--- src/rtl/softsign_divider.sv ---
// Softsign activation X/(1+|X|) via a sequential restoring divider, one quotient bit per cycle.
// Define SOFTSIGN_ROUND_EN for round-half-up of the magnitude (one extra iteration, clamped).
module softsign_divider #(
  parameter int WIDTH     = 32,
  parameter int FRAC_BITS = 16
) (
  input  logic             CLOCK,
  input  logic             reset,
  input  logic             start,
  input  logic [WIDTH-1:0] X,
  input  logic [WIDTH-1:0] denom,
  output logic             busy,
  output logic             done,
  output logic [WIDTH-1:0] result,
  output logic             div_err
);

`ifdef SOFTSIGN_ROUND_EN
  localparam int ITER = FRAC_BITS + 1;
`else
  localparam int ITER = FRAC_BITS;
`endif
  localparam int CW = $clog2(ITER + 1);

  typedef enum logic [1:0] {IDLE, LOAD, DIV, SIGN} state_t;

  state_t             state, state_nxt;
  logic [WIDTH-1:0]   x_q, denom_q, mag;
  logic               sign_q, err_q, load_err, quo_bit;
  logic [WIDTH:0]     rem_q, rem_sh, rem_nxt;
  logic [ITER-1:0]    quo_q;
  logic [CW-1:0]      count_q;
  logic [FRAC_BITS-1:0] mag_q;
  logic [WIDTH-1:0]   mag_ext, signed_res;
`ifdef SOFTSIGN_ROUND_EN
  logic [FRAC_BITS:0] rounded;
`endif

  // Unsigned magnitude; the most negative X maps to 2^(WIDTH-1) without overflow.
  assign mag      = x_q[WIDTH-1] ? (WIDTH'(0) - x_q) : x_q;
  assign load_err = (denom_q == '0) || (denom_q <= mag);

  // Remainder stays below denom, so the shifted value always fits in WIDTH+1 bits.
  assign rem_sh  = rem_q << 1;
  assign quo_bit = rem_sh >= {1'b0, denom_q};
  assign rem_nxt = quo_bit ? (rem_sh - {1'b0, denom_q}) : rem_sh;

  always_comb begin
`ifdef SOFTSIGN_ROUND_EN
    rounded = {1'b0, quo_q[ITER-1:1]} + {{FRAC_BITS{1'b0}}, quo_q[0]};
`endif
    mag_q = '1;
    if (!err_q) begin
`ifdef SOFTSIGN_ROUND_EN
      mag_q = rounded[FRAC_BITS] ? '1 : rounded[FRAC_BITS-1:0];
`else
      mag_q = quo_q;
`endif
    end
  end

  assign mag_ext    = {{(WIDTH-FRAC_BITS){1'b0}}, mag_q};
  assign signed_res = sign_q ? (WIDTH'(0) - mag_ext) : mag_ext;

  // NOTE: state register and all datapath flops use non-blocking assignments so every
  // flop samples pre-edge values, independent of process ordering.
  always_ff @(posedge CLOCK or negedge reset) begin
    if (!reset) state <= IDLE;
    else        state <= state_nxt;
  end

  // NOTE: next-state gets its default before the case so no path leaves it unassigned,
  // which would otherwise infer a latch.
  always_comb begin
    state_nxt = state;
    case (state)
      IDLE:    if (start) state_nxt = LOAD;
      LOAD:    state_nxt = load_err ? SIGN : DIV;
      DIV:     if (count_q == CW'(ITER - 1)) state_nxt = SIGN;
      SIGN:    state_nxt = IDLE;
      default: state_nxt = IDLE;
    endcase
  end

  // NOTE: every register, including the latched operands, is cleared by reset so an
  // aborted operation leaves no stale state behind.
  always_ff @(posedge CLOCK or negedge reset) begin
    if (!reset) begin
      x_q     <= '0;
      denom_q <= '0;
      sign_q  <= 1'b0;
      err_q   <= 1'b0;
      rem_q   <= '0;
      quo_q   <= '0;
      count_q <= '0;
      busy    <= 1'b0;
      done    <= 1'b0;
      div_err <= 1'b0;
      result  <= '0;
    end else begin
      case (state)
        IDLE: begin
          done <= 1'b0;
          if (start) begin
            x_q     <= X;
            denom_q <= denom;
            sign_q  <= X[WIDTH-1];
          end
        end
        LOAD: begin
          busy    <= 1'b1;
          err_q   <= load_err;
          rem_q   <= {1'b0, mag};
          quo_q   <= '0;
          count_q <= '0;
        end
        DIV: begin
          rem_q   <= rem_nxt;
          quo_q   <= {quo_q[ITER-2:0], quo_bit};
          count_q <= count_q + CW'(1);
        end
        SIGN: begin
          busy    <= 1'b0;
          done    <= 1'b1;
          div_err <= err_q;
          result  <= signed_res;
        end
        default: ;
      endcase
    end
  end

endmodule

--- config.mk ---
export PLATFORM = sky130hd
export DESIGN_NAME = softsign_divider
export DESIGN_NICKNAME = d
export VERILOG_FILES = /design/src/rtl/softsign_divider.sv
export SDC_FILE = /design/constraint.sdc
export NUM_CORES = 1
export LEC_CHECK = 0
export BUFFER_PORTS_ARGS = -buffer_cell sky130_fd_sc_hd__buf_2
export CELL_PAD_IN_SITES_DETAIL_PLACEMENT = 0
export CELL_PAD_IN_SITES_GLOBAL_PLACEMENT = 1
export CORE_ASPECT_RATIO = 1.1
export CORE_MARGIN = 2
export CORE_UTILIZATION = 25
export DETAILED_ROUTE_END_ITERATION = 6
export PLACE_DENSITY = 0.52
export REMOVE_ABC_BUFFERS = 1
export SKIP_CTS_REPAIR_TIMING = 1
export SYNTH_ARGS = -nofsm -noshare
export SYNTH_HDL_FRONTEND = slang
export SYNTH_SLANG_ARGS = --single-unit
--- constraint.sdc ---
create_clock -name CLOCK -period 5.73 [get_ports CLOCK]
set_clock_uncertainty 0.15 [all_clocks]
set_input_delay 1.146 -clock CLOCK [delete_from_list [all_inputs] [get_ports CLOCK]]
set_output_delay 1.146 -clock CLOCK [all_outputs]
set_load 0.05 [all_outputs]
==> flow_metrics.tcl, run 1 <==
set metrics [dict create \
    outcome "completed" \
    worstReg2RegStart "x_q[10]$_DFFE_PN0P_" \
    nets 1232 \
    place_congestion 0.808 \
    fin_util 0.294 \
    drtPass1Iterations 5 \
    via_count 8044 \
    cp-endpoint "err_q$_DFFE_PN0P_" \
    ant_nets 0 \
    syn2layout_area_growth_pct 15.9 \
    clock-sinks 140 \
    via_per_inst 5.02 \
    ys_seq_elements 140 \
    cts_made_buffers 17 \
    holdCritPathClass "reg2reg" \
    reg2reg_slack_ps 1370 \
    slew_violations 0 \
    setup_viol 0 \
    crit_type "reg2reg" \
    yosysSeqAreaShare 0.362 \
    cts-htree-levels 4 \
    portBuffers 101 \
    coreArea_um2 38100 \
    dp.cells 1572 \
    synthTopCellsByCount "dfrtp_1 (140), inv_1 (74), mux2_2 (74), o21ai_0 (74), ha_1 (73)" \
    clock_path_buffers 2 \
    register_area_um2 3500 \
    gr-total-overflow 0 \
    grt_pass1_vias 8196 \
    final_layout_size_suffix_gt1_frac 0.209 \
    post-dp-hpwl_um 22800 \
    reg2reg_to "err_q$_DFFE_PN0P_" \
    fmax_ghz 0.229 \
    avgSynthCellArea_um2 9.43 \
    rows 75 \
    startpoint "x_q[10]$_DFFE_PN0P_" \
    crit_required_ps 5950 \
    r2r_cells 12 \
    fillers 4117 \
    pin_count 102 \
    fp.dieArea_um2 40300 \
    synthMostInstantiatedCell "dfrtp_1" \
    final_cell_area_um2 11200 \
    start_util 0.254 \
    track_usage 0.157 \
    path_max_fanout 6 \
    grt_pass1_wl_um 48000 \
    period_minus_slack_ps 4360 \
    place_area_um2 10600 \
    drt_iter0_drc 454 \
    critPathLaunchType "flip-flop" \
    fin_cells 1602 \
    antenna_found_initial 0 \
    drv_cap 0 \
    rsz0062_at_grt "no" \
    synth_area_um2 9670 \
    diodes 0 \
    async_flop_share 1.00 \
    ys.flop_type "dfrtp_1" \
    worstMarginPinSlew_ps 1120 \
    wl_per_cell_um 18.9 \
    cts_tree "yes" \
    finalHoldViolCount 0 \
    synth_top_area_frac 0.362 \
    clk_pin_slew_ps 70 \
    synth.distinct_cells 63 \
    clock_tree.root_cell "clkbuf_16" \
    synth-edff-count 0 \
    synth.area.top_cells "dfrtp_1 (36%), ha_1 (9.4%), mux2_2 (8.6%)" \
    insertion_delay_ps 450 \
    fp.dieW_um 192 \
    yosys_warnings 0 \
    wirelength_um 30300 \
    arrival_ps 4590 \
    multi_input_area_um2 5590 \
    die_h_um 210 \
    grt_max_degree 103 \
    setup_ws_ps 1370 \
    fin_crit_sh 0.761 \
    pre_cts_ws_ps 1370 \
    syn_inst 1025 \
    synth_area_leader_cell "dfrtp_1" \
    drcViolationCount 0 \
    endpoint_kind "flip-flop" \
    slew_headroom 0.252 \
]
## flip-flops by register name (all words and copies together), names as in the netlist, 2 cells and up
name     cells
quo_q       16
x_q         32
rem_q       32
state        2
denom_q     32
result      17
count_q      5
## stage by stage
step | hold slack (ps) | TNS, ps
finish | 353 | 0
global route | 373 | 0
CTS | 356 | 0
detailed placement | 342 | 0
global placement | 336 | 0
floorplan | 329 | -10110
## worst min path at each step
stage	endpoint	depth (start not counted)	start	slack [ps]
final	result[13]$_DFFE_PN0P_	1	result[13]$_DFFE_PN0P_	350
after floorplan	count_q[0]$_DFFE_PN0P_	1	count_q[0]$_DFFE_PN0P_	330
after global routing	div_err$_DFFE_PN0P_	1	div_err$_DFFE_PN0P_	370
after CTS	result[13]$_DFFE_PN0P_	1	result[13]$_DFFE_PN0P_	360
after global placement	result[5]$_DFFE_PN0P_	1	result[5]$_DFFE_PN0P_	340
after detailed placement	result[13]$_DFFE_PN0P_	1	result[13]$_DFFE_PN0P_	340
## logic make-up after synthesis
group	Yosys count	synth area share
AO/OA/AOI/OAI	279	0.193
AND/OR/NAND/NOR	235	0.121
buffers and inverters	140	0.0621
flip-flops	140	0.362
multiplexers	99	0.112
adder cells (fa/ha/maj)	74	0.0965
XOR/XNOR	58	0.0525
## critical path, stage by stage (launching register included)
cell	delay, ps
dfrtp_1	410
or4_4	570
nor4_1	470
nand4_1	440
o41ai_1	540
xor2_1	190
ha_1	330
nand4_1	100
nor2_1	200
nand3_1	150
o32ai_1	490
a21oi_1	80
a21oi_1	160
## layout make-up
type                    count  area share
inverters                  75      0.0251
multi-input cells         745       0.499
clock buffers              18      0.0392
clock inverters            12      0.0154
well taps                 500      0.0558
flip-flops and latches    140       0.313
repair buffers            112      0.0530
## per-layer routing
layer	global-route usage	part of all wire
met1	0.213	0.47
met2	0.249	0.47
met3	0.0311	0.043
met4	0.0480	0.020
met5	0	0
## layout by cell type (no fill, tap or decap), types with 10 or more instances in the layout
cell type and instances:
nor2_1 65, buf_4 11, nand3_1 39, mux2i_1 25, o31ai_1 10, inv_1 74, o21ai_0 74, ha_1 73
buf_2 100, clkbuf_16 17, mux2_2 74, xnor2_1 16, nor3_1 12, dfrtp_1 140, a21o_1 33, a21oi_1 51
xor2_1 42, nand4_1 23, nor4_1 14, nand2_1 43, o221ai_1 16
Power of run 1 is left out: the tool's default activity adds up to more than one toggle a clock period on the data nets, which glitch-free logic cannot reach.
==> inputs of run 2 (changes only) <==
- clock period: 5.73 -> 4.3 ns (I/O delays scaled with it)
==> run 2 against run 1 <==
Against the previous run:
- register-to-register slack got worse by 1100 ps
- critical path depth did not move
- via count barely moved
- maximum frequency rose by 8.6%
- die area did not move
- wire length rose by 0.52%
- sequential share of layout area fell by 0.20 points
- flip-flop and latch count did not move
- final area rose by 0.65%
- count of clock-buffer cells in the layout did not move
- global-route usage fell by 0.15 points
- highest routed layer unchanged
==> flow_metrics.tcl, run 2 (same netlist as run 1, synthesis figures left out) <==
set metrics [dict create \
    outcome "completed" \
    cts-htree-levels 4 \
    cp-endpoint "err_q$_DFFE_PN0P_" \
    worstReg2RegStart "x_q[22]$_DFFE_PN0P_" \
    critPathLaunchType "flip-flop" \
    whs_ps 354 \
    slowest_delay_ps 560 \
    track_usage 0.155 \
    slew_headroom 0.389 \
    clock-sinks 140 \
    grt_pass1_vias 8057 \
    clock_tree.root_cell "clkbuf_16" \
    period_minus_slack_ps 4020 \
    cts_made_buffers 17 \
    die_h_um 210 \
    path_max_fanout 4 \
    ant_nets 0 \
    wl_per_cell_um 18.8 \
    crit_chain "or4_4, or3_4, or3_4, or3_1, or4_4, ha_1, nand4_1, nor2_1, nand3_1, o32ai_1, a21oi_1, a21oi_1" \
    cp.depth 12 \
    place_congestion 0.819 \
    grt_max_degree 88 \
    startpoint "x_q[22]$_DFFE_PN0P_" \
    worstMarginPinSlew_ps 913 \
    holdCritPathClass "reg2reg" \
    drtPass1Iterations 7 \
    register_area_um2 3500 \
    fmax_ghz 0.249 \
    endpoint_kind "flip-flop" \
    final_common_cell "dfrtp_1" \
    drt_iter0_drc 482 \
    cpMaxStageDelayCell "or4_4" \
    crit_type "reg2reg" \
    fp.dieW_um 192 \
    syn2layout_area_growth_pct 16.6 \
    antenna_found_initial 0 \
    via_per_inst 4.97 \
    arrival_ps 4230 \
    r2r_cells 12 \
    portBuffers 101 \
    crit_buf_inv 0 \
    reg2reg_to "err_q$_DFFE_PN0P_" \
    drcViolationCount 0 \
    nets 1247 \
    via_count 8042 \
    coreArea_um2 38100 \
    drv_cap 0 \
    fin_crit_sh 0.934 \
    clk_pin_slew_ps 70 \
    crit_family "simple AND/OR/NAND/NOR gates" \
    final_layout_size_suffix_gt1_frac 0.221 \
    diodes 0 \
    slew_violations 0 \
    rows 75 \
    post-dp-hpwl_um 23400 \
    gr-total-overflow 0 \
    start_util 0.254 \
    pin_count 102 \
    fillers 4089 \
    crit_required_ps 4510 \
    insertion_delay_ps 440 \
    reg2reg_slack_ps 280 \
    rsz0062_at_grt "no" \
    grt_pass1_wl_um 47600 \
    cts_tree "yes" \
    clock_path_buffers 2 \
    top_regs "denom_q: 32 flops, rem_q: 32 flops, x_q: 32 flops" \
    finalHoldViolCount 0 \
    fp.dieArea_um2 40300 \
    wirelength_um 30400 \
    multi_input_area_um2 5590 \
    layout_common_cells "dfrtp_1 (140), buf_2 (100), inv_1 (74), o21ai_0 (74), mux2_2 (74)" \
    setup_viol 0 \
]
==> run 2: cell count changes in the layout (fill, tap and decap cells not counted), sizes merged <==
| cell | previous run | this run |
|---|---|---|
| buf | 112 | 127 |
| bufinv | 4 | 0 |
| clkinv | 7 | 3 |
| clkinvlp | 2 | 6 |
| inv | 74 | 80 |
==> run 2: worst min-delay path by stage <==
stage	depth (start not counted)	endpoint	start	slack, ps
floorplan	1	count_q[0]$_DFFE_PN0P_	count_q[0]$_DFFE_PN0P_	330
global placement	1	result[13]$_DFFE_PN0P_	result[13]$_DFFE_PN0P_	340
detailed placement	1	result[5]$_DFFE_PN0P_	result[5]$_DFFE_PN0P_	340
CTS	1	result[5]$_DFFE_PN0P_	result[5]$_DFFE_PN0P_	360
global route	1	result[13]$_DFFE_PN0P_	result[13]$_DFFE_PN0P_	370
finish	1	result[5]$_DFFE_PN0P_	result[5]$_DFFE_PN0P_	350
==> run 2: worst register-to-register path, cell delays in order, from the launching register on <==
cell     delay (ps)
dfrtp_1         410
or4_4           560
or3_4           350
or3_4           350
or3_1           300
or4_4           440
ha_1            310
nand4_1          80
nor2_1          180
nand3_1         130
o32ai_1         430
a21oi_1          90
a21oi_1         170
==> run 2: layout make-up <==
cell class              instances  share of cell area
clock buffers                  18              0.0381
clock inverters                14             0.00988
flip-flops and latches        140               0.311
inverters                      75              0.0250
multi-input cells             745               0.496
well taps                     500              0.0555
repair buffers                127              0.0649
==> run 2: layer usage <==
metal  GRT usage  vias up  part of all wire
met5           0        -                 0
met4      0.0443        0             0.016
met3      0.0268       24             0.036
met2       0.250      164              0.47
met1       0.213     3931              0.48
li1            -     3923                 -
==> run 2: stage by stage <==
step	setup WS [ps]	cell area (µm²)	utilization	TNS, ps	std cells
4_1_cts	290	11300	0.296	0	1619
3_3_place_gp	433	10700	0.282	0	1587
2_1_floorplan	-1780	9350	-	-30780	960
5_1_grt	22.3	11300	0.296	0	1619
6_report	283	11300	0.296	0	1619
3_5_place_dp	319	10700	0.282	0	1587
Power of run 2 is left out for the same reason.
